<file path="src/rtl/regfile_pkg.sv">
// Shared types and helpers for the multi-read-port register file.
// Holds the init-sequence state encoding and the per-entry init value rule.
package regfile_pkg;

  typedef enum logic {
    INIT  = 1'b0,
    READY = 1'b1
  } state_t;

  localparam int MAX_READ = 4;

  // Value loaded into entry 'index' during initialisation, truncated to 'width' bits.
  function automatic logic [63:0] init_value(input int unsigned index,
                                             input logic        mode,
                                             input int unsigned width);
    logic [63:0] value;
    value = mode ? 64'(index) : 64'd0;
    if (width < 64) begin
      value = value & ((64'd1 << width) - 64'd1);
    end
    return value;
  endfunction

endpackage

</file>
<file path="src/rtl/regfile_read_port.sv">
// One registered read port: hardwired-zero entry, optional write bypass,
// and output forced to zero until the file is ready.
module regfile_read_port #(
  parameter int DATA_WIDTH = 32,
  parameter int ADDR_WIDTH = 5,
  parameter int BYPASS     = 1
) (
  input  logic                  clock,
  input  logic                  reset,
  input  logic                  active,
  input  logic [ADDR_WIDTH-1:0] addr,
  input  logic [DATA_WIDTH-1:0] mem_data,
  input  logic                  wr_en,
  input  logic [ADDR_WIDTH-1:0] wr_addr,
  input  logic [DATA_WIDTH-1:0] wr_data,
  output logic [DATA_WIDTH-1:0] data
);

  logic wr_hit;

  assign wr_hit = wr_en && (wr_addr == addr);

  // NOTE: registered state uses non-blocking assignments so every port samples pre-edge values.
  always_ff @(posedge clock) begin
    if (reset || !active) begin
      data <= '0;
    end else if (addr == '0) begin
      data <= '0;
    end else if ((BYPASS != 0) && wr_hit) begin
      data <= wr_data;
    end else begin
      data <= mem_data;
    end
  end

endmodule

</file>
<file path="src/rtl/register_file_mp.sv">
// Parametrised register file with NUM_READ registered read ports, one write port,
// hardwired-zero entry 0 and a counter-driven initialisation sweep after reset.
module register_file_mp
  import regfile_pkg::*;
#(
  parameter int DATA_WIDTH = 32,
  parameter int ADDR_WIDTH = 5,
  parameter int NUM_READ   = 2,
  parameter int BYPASS     = 1,
  parameter int INIT_MODE  = 1
) (
  input  logic                           clock,
  input  logic                           reset,
  input  logic [NUM_READ*ADDR_WIDTH-1:0] rdAddr,
  output logic [NUM_READ*DATA_WIDTH-1:0] rdData,
  input  logic                           wrEn,
  input  logic [ADDR_WIDTH-1:0]          wrAddr,
  input  logic [DATA_WIDTH-1:0]          wrData,
  output logic                           ready
);

  localparam int                  DEPTH    = 2 ** ADDR_WIDTH;
  localparam logic [ADDR_WIDTH:0] LAST_IDX = (ADDR_WIDTH + 1)'(DEPTH - 1);

  if (NUM_READ < 1 || NUM_READ > MAX_READ) begin : g_bad_num_read
    $error("register_file_mp: NUM_READ must be between 1 and MAX_READ");
  end

  state_t                state;
  logic [ADDR_WIDTH:0]   cnt;
  logic [DATA_WIDTH-1:0] mem [DEPTH];
  logic [DATA_WIDTH-1:0] init_data;
  logic                  active;
  logic                  wr_ok;

  assign active    = (state == READY);
  assign wr_ok     = active && wrEn && (wrAddr != '0);
  assign init_data = DATA_WIDTH'(init_value(32'(cnt), (INIT_MODE != 0), DATA_WIDTH));

  // Counter carries one extra bit so the exit compare sees DEPTH-1 before any wrap.
  always_ff @(posedge clock) begin
    if (reset) begin
      state <= INIT;
      cnt   <= '0;
      ready <= 1'b0;
    end else if (state == INIT) begin
      cnt <= cnt + 1'b1;
      if (cnt == LAST_IDX) begin
        state <= READY;
        ready <= 1'b1;
      end
    end
  end

  // NOTE: the array has no reset branch; the init sweep defines its contents instead.
  always_ff @(posedge clock) begin
    if (!reset) begin
      if (state == INIT) begin
        mem[cnt[ADDR_WIDTH-1:0]] <= init_data;
      end else if (wr_ok) begin
        mem[wrAddr] <= wrData;
      end
    end
  end

  for (genvar k = 0; k < NUM_READ; k++) begin : g_read
    logic [ADDR_WIDTH-1:0] addr;
    logic [DATA_WIDTH-1:0] mem_data;

    assign addr     = rdAddr[k*ADDR_WIDTH +: ADDR_WIDTH];
    assign mem_data = mem[addr];

    regfile_read_port #(
      .DATA_WIDTH(DATA_WIDTH),
      .ADDR_WIDTH(ADDR_WIDTH),
      .BYPASS    (BYPASS)
    ) u_port (
      .clock   (clock),
      .reset   (reset),
      .active  (active),
      .addr    (addr),
      .mem_data(mem_data),
      .wr_en   (wr_ok),
      .wr_addr (wrAddr),
      .wr_data (wrData),
      .data    (rdData[k*DATA_WIDTH +: DATA_WIDTH])
    );
  end

endmodule
</file>
<file path="config.mk">
export PLATFORM = sky130hd
export DESIGN_NAME = register_file_mp
export DESIGN_NICKNAME = d
export VERILOG_FILES = /design/src/rtl/regfile_pkg.sv /design/src/rtl/regfile_read_port.sv /design/src/rtl/register_file_mp.sv
export SDC_FILE = /design/constraint.sdc
export NUM_CORES = 1
export LEC_CHECK = 0
export CAP_MARGIN = 20
export CORE_UTILIZATION = 45
export DETAILED_ROUTE_END_ITERATION = 16
export DONT_BUFFER_PORTS = 1
export GPL_TIMING_DRIVEN = 0
export PLACE_DENSITY_LB_ADDON = 0.05
export SYNTH_ARGS = -nofsm -noshare
export SYNTH_HDL_FRONTEND = slang
export SYNTH_SLANG_ARGS = --single-unit
</file>
<file path="constraint.sdc">
create_clock -name clock -period 5.8 [get_ports clock]
set_clock_uncertainty 0.2 [all_clocks]
set_input_delay 1.16 -clock clock [delete_from_list [all_inputs] [get_ports clock]]
set_output_delay 1.16 -clock clock [all_outputs]
set_load 0.01 [all_outputs]
</file>
Word level (Yosys, flattened, before mapping)
Memories as Yosys holds them, arrays and structs flattened. A register that Yosys moved wholly into a read port is not among the register bits. Cells that the tools add are included.

Register bits: 8. Latch bits: 0. Bits in writable memories: 1024. Memory bits (read-only): 0. Input bits: 50. Output and inout port bits: 65. Logic and storage cells: 30. Memories: 1.

$add $sub $neg: 1. Multipliers: 0. Div/mod/pow operators: 0. Order comparisons: 0. Eq/ne operators: 1. Shifts and indexed selects: 0. Muxes and demuxes: 12. Bitwise logic cells: 1. Reduce and logical (&&, ||, !) cells: 11.

Memories: mem (depth 32, bits a word 32, read ports 2, clocked after memory_dff 2, wr ports 1, RTL line register_file_mp.sv:31) `logic [DATA_WIDTH-1:0] mem [DEPTH];`.

Operators by type and width (number): $mux W32 (1); $reduce_or A32 Y1 (1); $logic_not A5 Y1 (2); $mux W1 (10); $add A6 B1 Y6 const B (1); $eq A6 B5 Y1 const B (1); $mux W5 (1); $reduce_bool A5 Y1 (1); $reduce_or A2 Y1 (2); $logic_and A1 B1 Y1 (2); $reduce_and A2 Y1 (1); $logic_not A1 Y1 (1); $logic_or A1 B1 Y1 (1); $not A1 Y1 (1).

Depth between registers and ports, before layout
Gate-level depths: netlist of run 1.

Depth after elaboration: 8. Mapped depth: 10. Mapped depth without buffers: 6.

Modules after synthesis
Synthesis of run 1 repeated with hierarchy kept, for this count alone.

Cells, all modules: 3801. Area total of the unflattened synthesis: 52083.7 um^2.

By module, submodules not included: register_file_mp (times used 1, cells each 3489, area each 49493.7 um^2, sequential area each 30909.6 um^2); regfile_read_port (times used 2, cells each 156, area each 1295.0 um^2, sequential area each 640.6 um^2).

Worst setup path after synthesis of run 1
No wires, ideal clock.

Path kind: input to register. From: input port reset. To: memory mem[0][0], enable pin. Setup time: 0.421 ns. Arrival time: 3.969 ns. Data required time: 5.179 ns. Path slack: 1.210 ns. Cell stages on the path: 7. Path buffers: 2. Cells stage by stage: buf_2 > nand3b_1 > a21oi_1 > clkbuf_1 > o21a_1 > nand2_1 > nor2_1.

Cells in the longest elaborated chain, start to end: 4. Elaborated cells between the ends (all ways): 7. Classes of those cells: 6 x mux; 1 x reduce/logical.

RTL lines: start, declared (RTL line register_file_mp.sv:13) `input logic reset,`; $mux W1 (RTL line register_file_mp.sv:57) `if (!reset) begin`; $mux W1 (implied by the code) (RTL line register_file_mp.sv:61) `mem[wrAddr] <= wrData;`; $reduce_or A32 Y1 (no line); $mux W5 (no line) or $mux W1 (tied branches); end, declared (RTL line register_file_mp.sv:31).

Several ways; a longest one is shown, not always the timed one.

Worst setup path after layout of run 1
From: input port rdAddr[2]. To: register g_read[0].u_port.data[29] (read register of mem).

Cells in the longest elaborated chain, start to end: 2.

RTL lines: start, declared (RTL line register_file_mp.sv:14) `input logic [NUM_READ*ADDR_WIDTH-1:0] rdAddr,`; $logic_not A5 Y1 (RTL line regfile_read_port.sv:27) `end else if (addr == '0) begin`; $reduce_or A2 Y1 (no line); end, declared (RTL line regfile_read_port.sv:16) `output logic [DATA_WIDTH-1:0] data`.

Several ways; a longest one is shown, not always the timed one. A chain may end at the register's enable or synchronous reset.

==> out/summary.txt, run 1 <==
outcome: finished clean
Hold/Removal Path Class: reg2reg
clk sinks: 1096
CTS tree: done
total of max-cap violations: 0
CP peak stage delay: 0.84 ns
pwr dens: 310 nW/µm²
Final period util: 87.4%
height of the chip: 335 µm
io pins: 115
Final Hold Fails: 0
Most used DFF post-synth: edfxtp_1
core area: 109000 µm²
Min Hold Slack: 0.332 ns
clock-pin slew on the worst setup and hold paths: 0.06 ns
H-Tree Depth: 3
Synth Instances: 2892
Synth async-reset ratio: 0%
GP Congestion: 0.992
worst slew pin tran: 1.32 ns
Post-DRT Antenna Nets: 0
fin util: 52.7%
Area growth syn-to-layout: 15.5%
Crit path required time: 6.15 ns
vias in the first global route: 31500
WS Path Type: in2reg
hold depth: 2
first-pass GRT wire length: 265000 µm
internal power: 13.6 mW
routed vias: 32600
Crit. End Element: flip-flop
Crit path top cell by count: clkbuf_1
VDD IR max: 0.239 mV
PostCTS Resize Cnt: 0
Met3 Wirelength: 25300 µm
LEAKAGE: 17.7 nW
Via density: 6.97
die area: 112000 µm²
YS warnings: 0
Synth Area per Inst: 17.2 µm²
Post-Route Setup TNS: 0 ns
Setup-failing EPs final: 0
sequential fraction of the synthesis area: 64.6%
Crit Path Max Fanout: 10
Sw Pwr: 4.29 mW
total power: 17.9 mW
Tmin final: 5.07 ns
final instance area: 57600 µm²
dpl hpwl: 141000 µm
WL/cell: 42.2 µm
CP max-delay cell: clkbuf_1
Pre-antenna DRT Iters: 8
Rel. slew slack: 11.8%
Hold Crit Start: cnt[5]$_SDFFE_PP0N_
wl on met1: 75500 µm
most frequent cells in the layout: edfxtp_1 (1024), mux2i_1 (352), mux4_2 (338)
initial DRC count: 4784
CTS buffer count: 118
FMAX: 0.197 GHz
placed insts: 4424
initial antenna violation count: 17
Slew Viols, Final: 0
Comb power frac: 7.8%
clock share of power: 43.9%
met2 wire len: 89300 µm
die width: 335 µm
post-synthesis cell type count: 57
CP Launch Point: rdAddr[2]
switching share of power: 24.0%
commonest non-fill, non-tap cell in the layout: edfxtp_1
register area: 32200 µm²
DRT Wirelength: 198000 µm
Finished Layout Cells: 4679
multi-input logic area: 16700 µm²
Cell Area, Placed: 53000 µm²
CTS root buf: clkbuf_16
Clk Latency, worst-skew pair: 0.74 ns
Top Layer Used: met5
Remaining DRCs: 0
Initial Utilization: 45.6%
final net count: 3143
critical-path cell list: clkbuf_1, clkbuf_1, and2_1, clkbuf_1, clkbuf_1, a22oi_1, nand4_1, a21oi_1, a211oi_1
CP arrival: 5.42 ns
DP Worst Slack: 0.232 ns
synthesized area: 49800 µm²
RSZ-0062 raised after global routing: false
GRT Util Overall: 35.2%
synthesized flop and latch total: 1096
syn nets: 2943
largest net degree at the start of global routing: 33
sequential share of power: 48.3%
hold buffer count at cts: 0
reg2reg start: active$_SDFF_PP0_
Rows: 121
Post-CTS Setup Bufs: 0
Longest Clk Path Bufs: 3
# port buffers: 0
grt ovf: 0
startpoint type of the worst setup path: input pin
share of layout cells above drive strength 1: 22.8%
Post-synth EDFFs: 1024
worst reg-to-reg path cell count: 7
post-route setup slack: 0.731 ns
# fillers: 8921
[synth_stat cells, drive strengths merged (39+ instances only)]
cell type | number | area share, %
edfxtp | 1024 | 62
mux2i | 352 | 7.1
mux4 | 338 | 15
a22oi | 332 | 5.0
clkbuf | 141 | 1.1
buf | 97 | 1.0
nand3 | 90 | 0.90
dfxtp | 72 | 2.9
a21oi | 70 | 0.70
nand4 | 65 | 0.82
a211oi | 64 | 0.97
nor2 | 55 | 0.41
nand2 | 45 | 0.34
inv | 39 | 0.29
[kinds of logic after synthesis]
group	Yosys count	share of synthesized area (%)
buffers and inverters	277	2.37
flip-flops	1096	64.6
multiplexers	692	22.4
AO/OA/AOI/OAI	512	7.36
XOR/XNOR	4	0.0703
AND/OR/NAND/NOR	310	3.20
adder cells (fa/ha/maj)	1	0.0251
[per-layer routing]
metal / up-vias / track usage, %
li1: 12600 / -
met4: 12 / 11.9
met1: 17300 / 47.4
met5: - / 0
met3: 402 / 11.6
met2: 2231 / 53.7
[cell type report]
| type | count | share of cell area (%) |
|---|---|---|
| diodes | 8 | 0.0348 |
| flip-flops and latches | 1096 | 55.9 |
| inverters | 39 | 0.254 |
| well taps | 1476 | 3.21 |
| plain buffers | 238 | 1.80 |
| clock buffers | 140 | 5.60 |
| repair buffers | 80 | 2.79 |
| multi-input cells | 1519 | 29.1 |
| clock inverters | 83 | 1.34 |
[power groups by stage]
stage,Clock [mW],Sequential (mW),Combinational (mW)
2_1_floorplan,0,8.78,0.728
3_3_place_gp,0,8.79,1.29
3_5_place_dp,0,8.79,1.34
4_1_cts,7.88,8.62,1.35
5_1_grt,8.15,8.62,1.42
6_report,7.84,8.62,1.40
[registers in the layout (all words and copies together), names as in the netlist]
name and flops:
g_read.u_port.data 64, cnt 6, ready 1, active 1, mem 1024
[worst max-delay path, delay by kind of cell]
family	cells	cell delay, ns
buf+inv	4	2.71
simple gates	2	0.55
compound gates	3	0.98
[path summary, 6_finish.rpt]
kind	end	slack, ns
setup / recovery	g_read[0].u_port.data[29]$_SDFF_PP0_	0.73
hold / removal	cnt[5]$_SDFFE_PP0N_	0.33
setup reg to reg	mem[0][21]$_DFFE_PP_	1.46
hold reg to reg	cnt[5]$_SDFFE_PP0N_	0.33
(Power assumes the default switching activity.)
==> run 2, diff against run 1 <==
Clock period 5.8 ns to 5.5 ns, I/O delays scaled along.
==> results of run 2 <==
Same layout as run 1 (identical final DEF). Status: finished clean.
Main changes from that run: setup slack after placement 0.232 ns -> -0.00812 ns; setup slack after layout 0.731 ns -> 0.491 ns; register-to-register setup slack 1.46 ns -> 1.16 ns; total power 17.9 mW -> 18.8 mW; worst IR drop on VDD 0.239 mV -> 0.252 mV
